File: src/rtl/nexys_starship_pkg.sv
// rtl/nexys_starship_pkg.sv - shared state encodings for the Nexys Starship lane controller
package nexys_starship_pkg;

   typedef enum logic [2:0] {
      INIT = 3'b001,
      PLAY = 3'b010,
      OVER = 3'b100
   } glob_state_e;

   typedef enum logic {
      EMPTY = 1'b0,
      FULL  = 1'b1
   } lane_state_e;

   localparam int MAX_LANES  = 8;
   localparam int LANE_IDX_W = $clog2(MAX_LANES);

endpackage

File: src/rtl/nexys_starship_lane.sv
// rtl/nexys_starship_lane.sv - one monster lane: spawn counter, fire timer, kill/timeout decode
module nexys_starship_lane
   import nexys_starship_pkg::*;
#(
   parameter int SPAWN_W      = 20,
   parameter int FIRE_TIMEOUT = 50_000_000,
   parameter int FIRE_W       = 26
) (
   input  logic               Clk,
   input  logic               Reset,
   input  logic               en,
   input  logic               clr,
   input  logic               random,
   input  logic [SPAWN_W-1:0] thr,
   input  logic               kill,
   output logic               monster,
   output logic               killed,
   output logic               timeout
);

   localparam logic [FIRE_W-1:0] FIRE_LAST = FIRE_W'(FIRE_TIMEOUT - 1);

   lane_state_e        state_q, state_d;
   logic [SPAWN_W-1:0] spawn_q, spawn_d;
   logic [FIRE_W-1:0]  fire_q,  fire_d;

   assign monster = (state_q == FULL);
   assign killed  = en && (state_q == FULL) && kill;
   // A kill on the final cycle outranks the timeout.
   assign timeout = en && (state_q == FULL) && !kill && (fire_q == FIRE_LAST);

   always_comb begin
      state_d = state_q;
      spawn_d = spawn_q;
      fire_d  = fire_q;
      if (!en || clr) begin
         state_d = EMPTY;
         spawn_d = '0;
         fire_d  = '0;
      end else if (state_q == EMPTY) begin
         if (random) begin
            // >= so a mid-count level increase spawns on the next enabled cycle
            if (spawn_q >= thr - SPAWN_W'(1)) begin
               state_d = FULL;
               spawn_d = '0;
               fire_d  = '0;
            end else begin
               spawn_d = spawn_q + SPAWN_W'(1);
            end
         end
      end else if (kill) begin
         state_d = EMPTY;
         fire_d  = '0;
      end else begin
         fire_d = fire_q + FIRE_W'(1);
      end
   end

   always_ff @(posedge Clk or posedge Reset) begin
      if (Reset) begin
         state_q <= EMPTY;
         spawn_q <= '0;
         fire_q  <= '0;
      end else begin
         state_q <= state_d;
         spawn_q <= spawn_d;
         fire_q  <= fire_d;
      end
   end

endmodule

File: src/rtl/nexys_starship_monster_lanes.sv
// rtl/nexys_starship_monster_lanes.sv - global game FSM, lane array, over_lane encoder and score
module nexys_starship_monster_lanes
   import nexys_starship_pkg::*;
#(
   parameter int NUM_LANES    = 4,
   parameter int SPAWN_PERIOD = 1_000_000,
   parameter int SPAWN_W      = 20,
   parameter int FIRE_TIMEOUT = 50_000_000,
   parameter int FIRE_W       = 26,
   parameter int SCORE_W      = 8
) (
   input  logic                 Clk,
   input  logic                 Reset,
   input  logic                 play_flag,
   input  logic                 restart,
   input  logic [1:0]           level,
   input  logic [NUM_LANES-1:0] lane_random,
   input  logic [NUM_LANES-1:0] kill,
   output logic [NUM_LANES-1:0] monster,
   output logic                 q_Init,
   output logic                 q_Play,
   output logic                 q_Over,
   output logic                 game_over,
   output logic [2:0]           over_lane,
   output logic [SCORE_W-1:0]   score
);

   localparam logic [SPAWN_W-1:0]   SPAWN_CFG = SPAWN_W'(SPAWN_PERIOD);
   localparam logic [SCORE_W+3:0]   SCORE_MAX = {4'b0, {SCORE_W{1'b1}}};

   glob_state_e               state_q, state_d;
   logic [SCORE_W-1:0]        score_q, score_d;
   logic [LANE_IDX_W-1:0]     over_lane_q, over_lane_d;
   logic [NUM_LANES-1:0]      killed, timeout;
   logic [SPAWN_W-1:0]        thr;
   logic                      in_play, any_timeout;
   logic [3:0]                kill_cnt;
   logic [SCORE_W+3:0]        score_sum;
   logic [LANE_IDX_W-1:0]     low_idx;

   assign in_play     = (state_q == PLAY);
   assign any_timeout = |timeout;
   assign thr         = SPAWN_CFG >> level;

   for (genvar g = 0; g < NUM_LANES; g++) begin : g_lane
      nexys_starship_lane #(
         .SPAWN_W      (SPAWN_W),
         .FIRE_TIMEOUT (FIRE_TIMEOUT),
         .FIRE_W       (FIRE_W)
      ) u_lane (
         .Clk     (Clk),
         .Reset   (Reset),
         .en      (in_play),
         .clr     (any_timeout),
         .random  (lane_random[g]),
         .thr     (thr),
         .kill    (kill[g]),
         .monster (monster[g]),
         .killed  (killed[g]),
         .timeout (timeout[g])
      );
   end

   always_comb begin
      kill_cnt = '0;
      low_idx  = '0;
      for (int i = 0; i < NUM_LANES; i++) begin
         kill_cnt = kill_cnt + 4'(killed[i]);
      end
      for (int i = NUM_LANES - 1; i >= 0; i--) begin
         if (timeout[i]) low_idx = LANE_IDX_W'(i);
      end
      score_sum = (SCORE_W + 4)'(score_q) + (SCORE_W + 4)'(kill_cnt);
   end

   always_comb begin
      state_d     = state_q;
      score_d     = score_q;
      over_lane_d = over_lane_q;
      case (state_q)
         INIT: begin
            if (play_flag) begin
               state_d     = PLAY;
               score_d     = '0;
               over_lane_d = '0;
            end
         end
         PLAY: begin
            score_d = (score_sum > SCORE_MAX) ? {SCORE_W{1'b1}} : score_sum[SCORE_W-1:0];
            if (any_timeout) begin
               state_d     = OVER;
               over_lane_d = low_idx;
            end
         end
         OVER: begin
            if (restart) state_d = INIT;
         end
         default: state_d = INIT;
      endcase
   end

   always_ff @(posedge Clk or posedge Reset) begin
      if (Reset) begin
         state_q     <= INIT;
         score_q     <= '0;
         over_lane_q <= '0;
      end else begin
         state_q     <= state_d;
         score_q     <= score_d;
         over_lane_q <= over_lane_d;
      end
   end

   assign q_Init    = (state_q == INIT);
   assign q_Play    = (state_q == PLAY);
   assign q_Over    = (state_q == OVER);
   assign game_over = q_Over;
   assign over_lane = 3'(over_lane_q);
   assign score     = score_q;

endmodule

File: config.mk
export PLATFORM = sky130hd
export DESIGN_NAME = nexys_starship_monster_lanes
export DESIGN_NICKNAME = d
export VERILOG_FILES = /design/src/rtl/nexys_starship_pkg.sv /design/src/rtl/nexys_starship_lane.sv /design/src/rtl/nexys_starship_monster_lanes.sv
export SDC_FILE = /design/constraint.sdc
export NUM_CORES = 1
export LEC_CHECK = 0
export CAP_MARGIN = 20
export CORE_MARGIN = 1
export CORE_UTILIZATION = 50
export CTS_BUF_LIST = sky130_fd_sc_hd__clkbuf_8 sky130_fd_sc_hd__clkbuf_16
export DETAILED_ROUTE_END_ITERATION = 6
export GPL_ROUTABILITY_DRIVEN = 0
export HOLD_SLACK_MARGIN = 0.02
export PLACE_DENSITY_LB_ADDON = 0.1
export SLEW_MARGIN = 20
export SYNTH_ARGS = -nofsm -noshare
export SYNTH_HDL_FRONTEND = slang
export SYNTH_SLANG_ARGS = --single-unit
export TNS_END_PERCENT = 30
File: constraint.sdc
create_clock -name Clk -period 8.1 [get_ports Clk]
set_input_delay 1.62 -clock Clk [delete_from_list [all_inputs] [get_ports Clk]]
set_output_delay 1.62 -clock Clk [all_outputs]
set_load 0.03 [all_outputs]
==> results of run 1 <==
==> final timing paths <==
path | start | to | slack (ps) | cells past startpoint
worst max-delay path | level[1] | g_lane[3].u_lane.spawn_q[16] | 2530 | 12
worst min-delay path | g_lane[2].u_lane.fire_q[25] | g_lane[2].u_lane.fire_q[25] | 470 | 1
worst max register to register | state_q[2] | score[2] | 4190 | 10
worst min register to register | g_lane[2].u_lane.fire_q[25] | g_lane[2].u_lane.fire_q[25] | 470 | 1
max in group asynchronous | Reset | g_lane[0].u_lane.spawn_q[19] | 5160 | 3
min in group asynchronous | Reset | g_lane[2].u_lane.spawn_q[11] | 1690 | 2
==> sequential cells by signal, indices dropped and copies added, names as in the netlist <==
name	cells
g_lane.u_lane.fire_q	104
g_lane.u_lane.monster	4
g_lane.u_lane.spawn_q	80
over_lane	2
score	8
state_q	3
==> cell families after synthesis <==
| logic type | count (synthesis) |
|---|---|
| buf+inv | 124 |
| compound gates | 373 |
| mux | 11 |
| simple gates | 717 |
| xor+xnor | 26 |
| flops | 201 |
| fa+ha+maj | 89 |
| other cells | 2 |
==> metal layers <==
metal / wire, µm / GRT usage, % / up-vias
met5: 0 / 0 / -
li1: - / - / 5682
met1: 15360 / 34.02 / 5616
met3: 1122 / 2.576 / 44
met4: 825 / 7.576 / 0
met2: 15200 / 41.26 / 217
==> layout make-up <==
cell class	instances	area, µm²
flip-flops and latches	201	5031
clock inverters	12	105.1
repair buffers	41	389.1
well taps	330	412.9
inverters	55	219.0
multi-input cells	1221	7452
clock buffers	31	696.9
fillers	2328	11170
==> worst reg2reg max path, cell delays in order, from the launching register on <==
cell and delay [ps]:
dfrtp_1 380, or3b_1 580, clkinv_4 270, nand3_1 170
fa_1 540, fa_1 200, inv_1 60, fa_1 460
and4_1 310, a41oi_1 600, a311oi_1 190
==> power by group through the flow <==
stage	logic (mW)	registers, mW	clock network [mW]
4_1_cts	0.314	1.03	1.10
2_1_floorplan	0.221	1.05	0
5_1_grt	0.347	1.03	1.14
6_report	0.311	1.03	1.08
3_5_place_dp	0.313	1.05	0
3_3_place_gp	0.310	1.05	0
==> cell usage after synthesis (3+ instances only) <==
cell type and number:
dfrtp_1 200, nand2_1 187, nand3_1 141, a21oi_1 134
o21ai_0 96, nor2_1 87, ha_1 86, or3_1 62
inv_1 54, nand4_1 44, nor3_1 41, o21ai_1 36
a31oi_1 28, and3_1 27, nor4_1 25, or4_1 22
buf_2 21, a21o_1 20, clkbuf_1 19, xor2_1 17
buf_4 13, buf_6 13, and2_1 11, nor3b_1 10
or2_2 10, a22o_1 9, mux2i_1 9, nand4b_1 9
xnor2_1 9, nand2b_1 8, nor2b_1 8, o311ai_0 8
o31ai_1 8, and4_1 7, a2111oi_4 4, a311oi_1 4
a41oi_1 4, nor4b_1 4, o211ai_1 4, a211oi_1 3
fa_1 3
==> metrics by stage <==
stage	hold slack [ps]	total power, mW	worst slack (ps)
3_5_place_dp	459.3	1.362	1943
5_1_grt	492.8	2.521	2110
6_report	466.3	2.420	2531
3_3_place_gp	454.6	1.359	2064
2_1_floorplan	439.9	1.275	999.3
4_1_cts	467.1	2.448	2512
==> summary.txt, run 1 <==
Detailed routing
  • WL/cell: 17.19 µm
  • 1st-pass router iterations: 5
  • Post-DR vias/cell: 6.113
  • Post-route ant nets: 0
  • Final wirelength: 32500 µm
  • Drc violations: 0
  • Vias: 11.56k
  • Iteration-0 DRC Markers: 866

Clocking
  • CTS buffer count: 24
  • H-tree levels: 1
  • Skew-Pair Late Insertion Delay: 530 ps
  • Hold-fix buffers, CTS: 0
  • CTS tree: done
  • Resize count post-CTS: 0
  • Max clock buf depth: 3
  • # Post-CTS Setup Buffers: 0
  • Clk root buf: clkbuf_16
  • Clock sinks: 201
  • Clock transition at path regs: 60 ps

Power
  • Comb power frac: 12.9%
  • Switching power: 681.6 µW
  • Switching share of total power: 28.17%
  • Reg power frac: 42.6%
  • Pint: 1.738 mW
  • Peak VDD IR: 0.1783 mV
  • Pleak: 5.628 nW
  • Pwr dens: 169.2 nW/µm²
  • Clk pwr share: 44.5%

Finish
  • Synth-to-layout area growth: 9.061%
  • Most frequent cells in the layout: dfrtp_1, nand2_1, nand3_1
  • Final net count: 1647
  • Share of layout cells above drive strength 1: 5.125%
  • Final Util: 56.16%
  • Diodes inserted: 0
  • Design Area, Final: 14310 µm²
  • Most common cell after layout, fill and taps aside: dfrtp_1
  • Fin cells: 1891

STA
  • Tightest Pin Transition: 987.3 ps
  • Setup TNS: 0 ps
  • Period utilisation layout: 68.75%
  • Slew Limit Fails: 0
  • Fmax: 179.6 MHz
  • Rel. slew slack: 33.57%
  • Clk_skew: 7.791 ps
  • RSZ-0062 raised after global routing: no
  • Setup violators final: 0
  • Final hold violation count: 0
  • Tmin final: 5569 ps

Placed design
  • DPL Wire Length: 21660 µm
  • Placed cell area: 13500 µm²
  • Placed Cells: 1848
  • Buffers on Ports: 31

Synthesis
  • Synth Register Bits: 201
  • Post-synth top area share: 38.15%
  • Ys async rst share: 100.0%
  • Post-synthesis cell type count: 70
  • Syn Area/Cell: 8.501 µm²
  • Top cells by area, synth: dfrtp_1, ha_1, nand3_1
  • Post-synthesis mux area share: 0.8585%
  • Syn. warnings: 0
  • Compound-gate portion of the synthesized area: 16.97%
  • Synth Area in XOR/XNOR: 1.736%
  • Synth Cell Area: 13120 µm²
  • Synth Instances: 1543
  • Top cell type by total area after synthesis: dfrtp_1
  • Fraction of the mapped netlist area in adder cells: 8.661%
  • Sequential area share after synthesis: 38.35%
  • Top_reg_cell synth: dfrtp_1
  • EDFF count, synth: 0
  • Post-Synth Simple-Gate Area: 28.38%
  • Largest family of logic cells by synthesized area: simple AND/OR/NAND/NOR gates

GRT
  • First-pass GRT wire length: 54620 µm
  • Total global-route track usage: 24.81%
  • Gr ovfl total: 0
  • Largest net degree at the start of global routing: 125
  • Initial antenna violation count: 0
  • Vias in the first global route: 10.84k

Floorplanning
  • Area of the core: 25470 µm²
  • Initial core utilization: 51.50%
  • Die Height: 164.0 µm
  • Die area: 26890 µm²
  • Chip Width: 164.0 µm
  • I/O pin count: 33
  • Std-Cell Rows: 58

Critical path
  • WP data required: 8540 ps
  • Slowest cell on the critical path: clkdlybuf4s50_1
  • CP max stage delay: 830 ps
  • Worst Path Buf+Inv: 3
  • Crit Path Max Fanout: 18
  • Crit path max-delay family: buffers and inverters
  • CP Class: in2reg
  • Critical Path AT: 6010 ps
  • Critical Path Start Type: input port
  • Crit-path cells: clkdlybuf4s50_1 > inv_1 > ha_1 > inv_1 > ha_1 > o211ai_1 > nor2_1 > a211oi_1 > o21a_1 > nand2_1 > or4_1 > a21oi_1
  • Crit end category: flop

Status
  • Status: finished clean

Run
  • Max_cap viols: 0

Hold path
  • Hold Crit Class: reg2reg
(Power assumes the default switching activity.)
==> inputs of run 2 (changes only) <==
- clock period: 8.1 -> 5.5 ns (I/O delays scaled with it)
==> run 2 against run 1 <==
Register-to-register slack worse by 2400 ps. Die area unchanged. Cell area up 0.77%. Sequential cell count unchanged. Clock-buffer cell count unchanged. Critical endpoint is now g_lane[0].u_lane.spawn_q[10].
==> summary.txt, run 2 (synthesis results as in run 1) <==
Status
  • Status: finished clean

Detailed routing
  • 1st-pass router iterations: 5 (unchanged)
  • WL/cell: 17.29 µm (+0.57%)
  • Drc violations: 0 (unchanged)
  • Post-route ant nets: 0 (unchanged)
  • Post-DR vias/cell: 6.066 (-0.76%)
  • Final wirelength: 32900 µm (+1.2%)
  • Iteration-0 DRC Markers: 923 (+6.6%)
  • Vias: 11.54k (-0.13%)

Clocking
  • Resize count post-CTS: 0 (unchanged)
  • # Post-CTS Setup Buffers: 0 (unchanged)
  • Clock transition at path regs: 60 ps (about the same)
  • CTS tree: done
  • Clk root buf: clkbuf_16
  • CTS buffer count: 25 (+4.2%)
  • H-tree levels: 1 (unchanged)
  • Skew-Pair Late Insertion Delay: 540 ps (about the same)
  • Max clock buf depth: 3 (unchanged)
  • Hold-fix buffers, CTS: 0 (unchanged)
  • Clock sinks: 201 (unchanged)

GRT
  • Total global-route track usage: 25.49% (+0.67 points)
  • Vias in the first global route: 10.95k (+1.0%)
  • Initial antenna violation count: 0 (unchanged)
  • First-pass GRT wire length: 56290 µm (+3.1%)
  • Largest net degree at the start of global routing: 136 (+8.8%)
  • Gr ovfl total: 0 (unchanged)

Power
  • Pleak: 5.689 nW (+1.1%)
  • Peak VDD IR: 0.2770 mV (+55%)
  • Pwr dens: 250.5 nW/µm² (+48%)

STA
  • Setup violators final: 0 (unchanged)
  • RSZ-0062 raised after global routing: no
  • Setup TNS: 0 ps (unchanged)
  • Tightest Pin Transition: 1017 ps (+29.57 ps)
  • Hold WS: 474.3 ps (+8.043 ps)
  • Clk_skew: 14.22 ps (+6.426 ps)
  • Tmin final: 4702 ps
  • Period utilisation layout: 85.49%
  • Rel. slew slack: 31.58% (-2.0 points)
  • Final hold violation count: 0 (unchanged)
  • Slew Limit Fails: 0 (unchanged)
  • Fmax: 212.7 MHz

Floorplanning
  • Chip Width: 164.0 µm (unchanged)
  • Area of the core: 25470 µm² (unchanged)
  • I/O pin count: 33 (unchanged)
  • Std-Cell Rows: 58 (unchanged)
  • Die area: 26890 µm² (unchanged)
  • Initial core utilization: 51.50% (unchanged)
  • Die Height: 164.0 µm (unchanged)

Run
  • Max_cap viols: 0 (unchanged)

Finish
  • Final net count: 1658 (+0.67%)
  • Synth-to-layout area growth: 9.901%
  • Most common cell after layout, fill and taps aside: dfrtp_1
  • Largest Register: g_lane.u_lane.fire_q
  • Max reg flops: 104 (unchanged)
  • Most frequent cells in the layout: dfrtp_1, nand2_1, nand3_1
  • Diodes inserted: 0 (unchanged)
  • Share of layout cells above drive strength 1: 5.976% (+0.85 points)

Critical path
  • WP data required: 5960 ps (-2580 ps)
  • CP Class: in2reg
  • Crit end category: flop
  • Crit Path Max Fanout: 13 (-5)
  • Critical Path AT: 5160 ps (-850 ps)
  • Critical Path Start Type: input port

Placed design
  • Buffers on Ports: 31 (unchanged)
  • DPL Wire Length: 22130 µm (+2.1%)

Hold path
  • Hold Crit Class: reg2reg
## run 2: final timing paths
| kind | from | endpoint | slack, ps | cells after the start |
|---|---|---|---|---|
| max | level[1] | g_lane[0].u_lane.spawn_q[10] | 800 | 10 |
| min | g_lane[2].u_lane.fire_q[25] | g_lane[2].u_lane.fire_q[25] | 470 | 1 |
| max reg2reg | state_q[2] | score[5] | 1800 | 10 |
| min reg2reg | g_lane[2].u_lane.fire_q[25] | g_lane[2].u_lane.fire_q[25] | 470 | 1 |
| max in group asynchronous | Reset | g_lane[3].u_lane.spawn_q[16] | 3260 | 3 |
| min in group asynchronous | Reset | g_lane[2].u_lane.fire_q[1] | 1040 | 2 |
## run 2: layer usage
layer / vias to the layer above / share of wire [%] / track usage, %
li1: 5699 / - / -
met5: - / 0 / 0
met4: 0 / 1.7 / 5.261
met2: 198 / 47 / 42.05
met3: 45 / 3.7 / 3.232
met1: 5602 / 48 / 35.80
## run 2: stage by stage
stage	instances	setup slack, ps	power [mW]	instance area (µm²)	utilization [%]
after floorplan	1546	1747	1.878	13130	-
after global placement	1858	364.4	2.007	13600	53.38
after detailed placement	1858	241.3	2.014	13600	53.38
after CTS	1903	778.6	3.658	14420	56.60
after global routing	1903	476.5	3.762	14420	56.60
final	1903	798.3	3.611	14420	56.60
## run 2: critical path, cell delays in order
cell,delay (ps)
clkdlybuf4s50_1,760
inv_1,170
ha_1,220
inv_1,390
ha_1,360
and4_1,220
a221oi_1,680
nand3_1,480
or4_1,620
a21oi_1,140
## run 2: final cells by class
class / instances / area (µm²)
fillers: 2347 / 11060
multi-input cells: 1221 / 7452
flip-flops and latches: 201 / 5031
clock buffers: 31 / 708.2
repair buffers: 51 / 485.5
well taps: 330 / 412.9
inverters: 55 / 215.2
clock inverters: 14 / 111.4
## run 2: power by group
| group | switching, mW | leakage, nW | internal, mW | total, mW |
|---|---|---|---|---|
| sequential | 0.0179 | 2.80 | 1.50 | 1.52 |
| combinational | 0.334 | 2.46 | 0.130 | 0.464 |
| clock | 0.669 | 0.425 | 0.960 | 1.63 |
| total | 1.02 | 5.69 | 2.59 | 3.61 |
==> inputs of run 3 (changes only) <==
- SLEW_MARGIN: 20 -> not set
==> results of run 3 <==
Same layout as run 2: the final DEF is identical, and so are final timing and power.
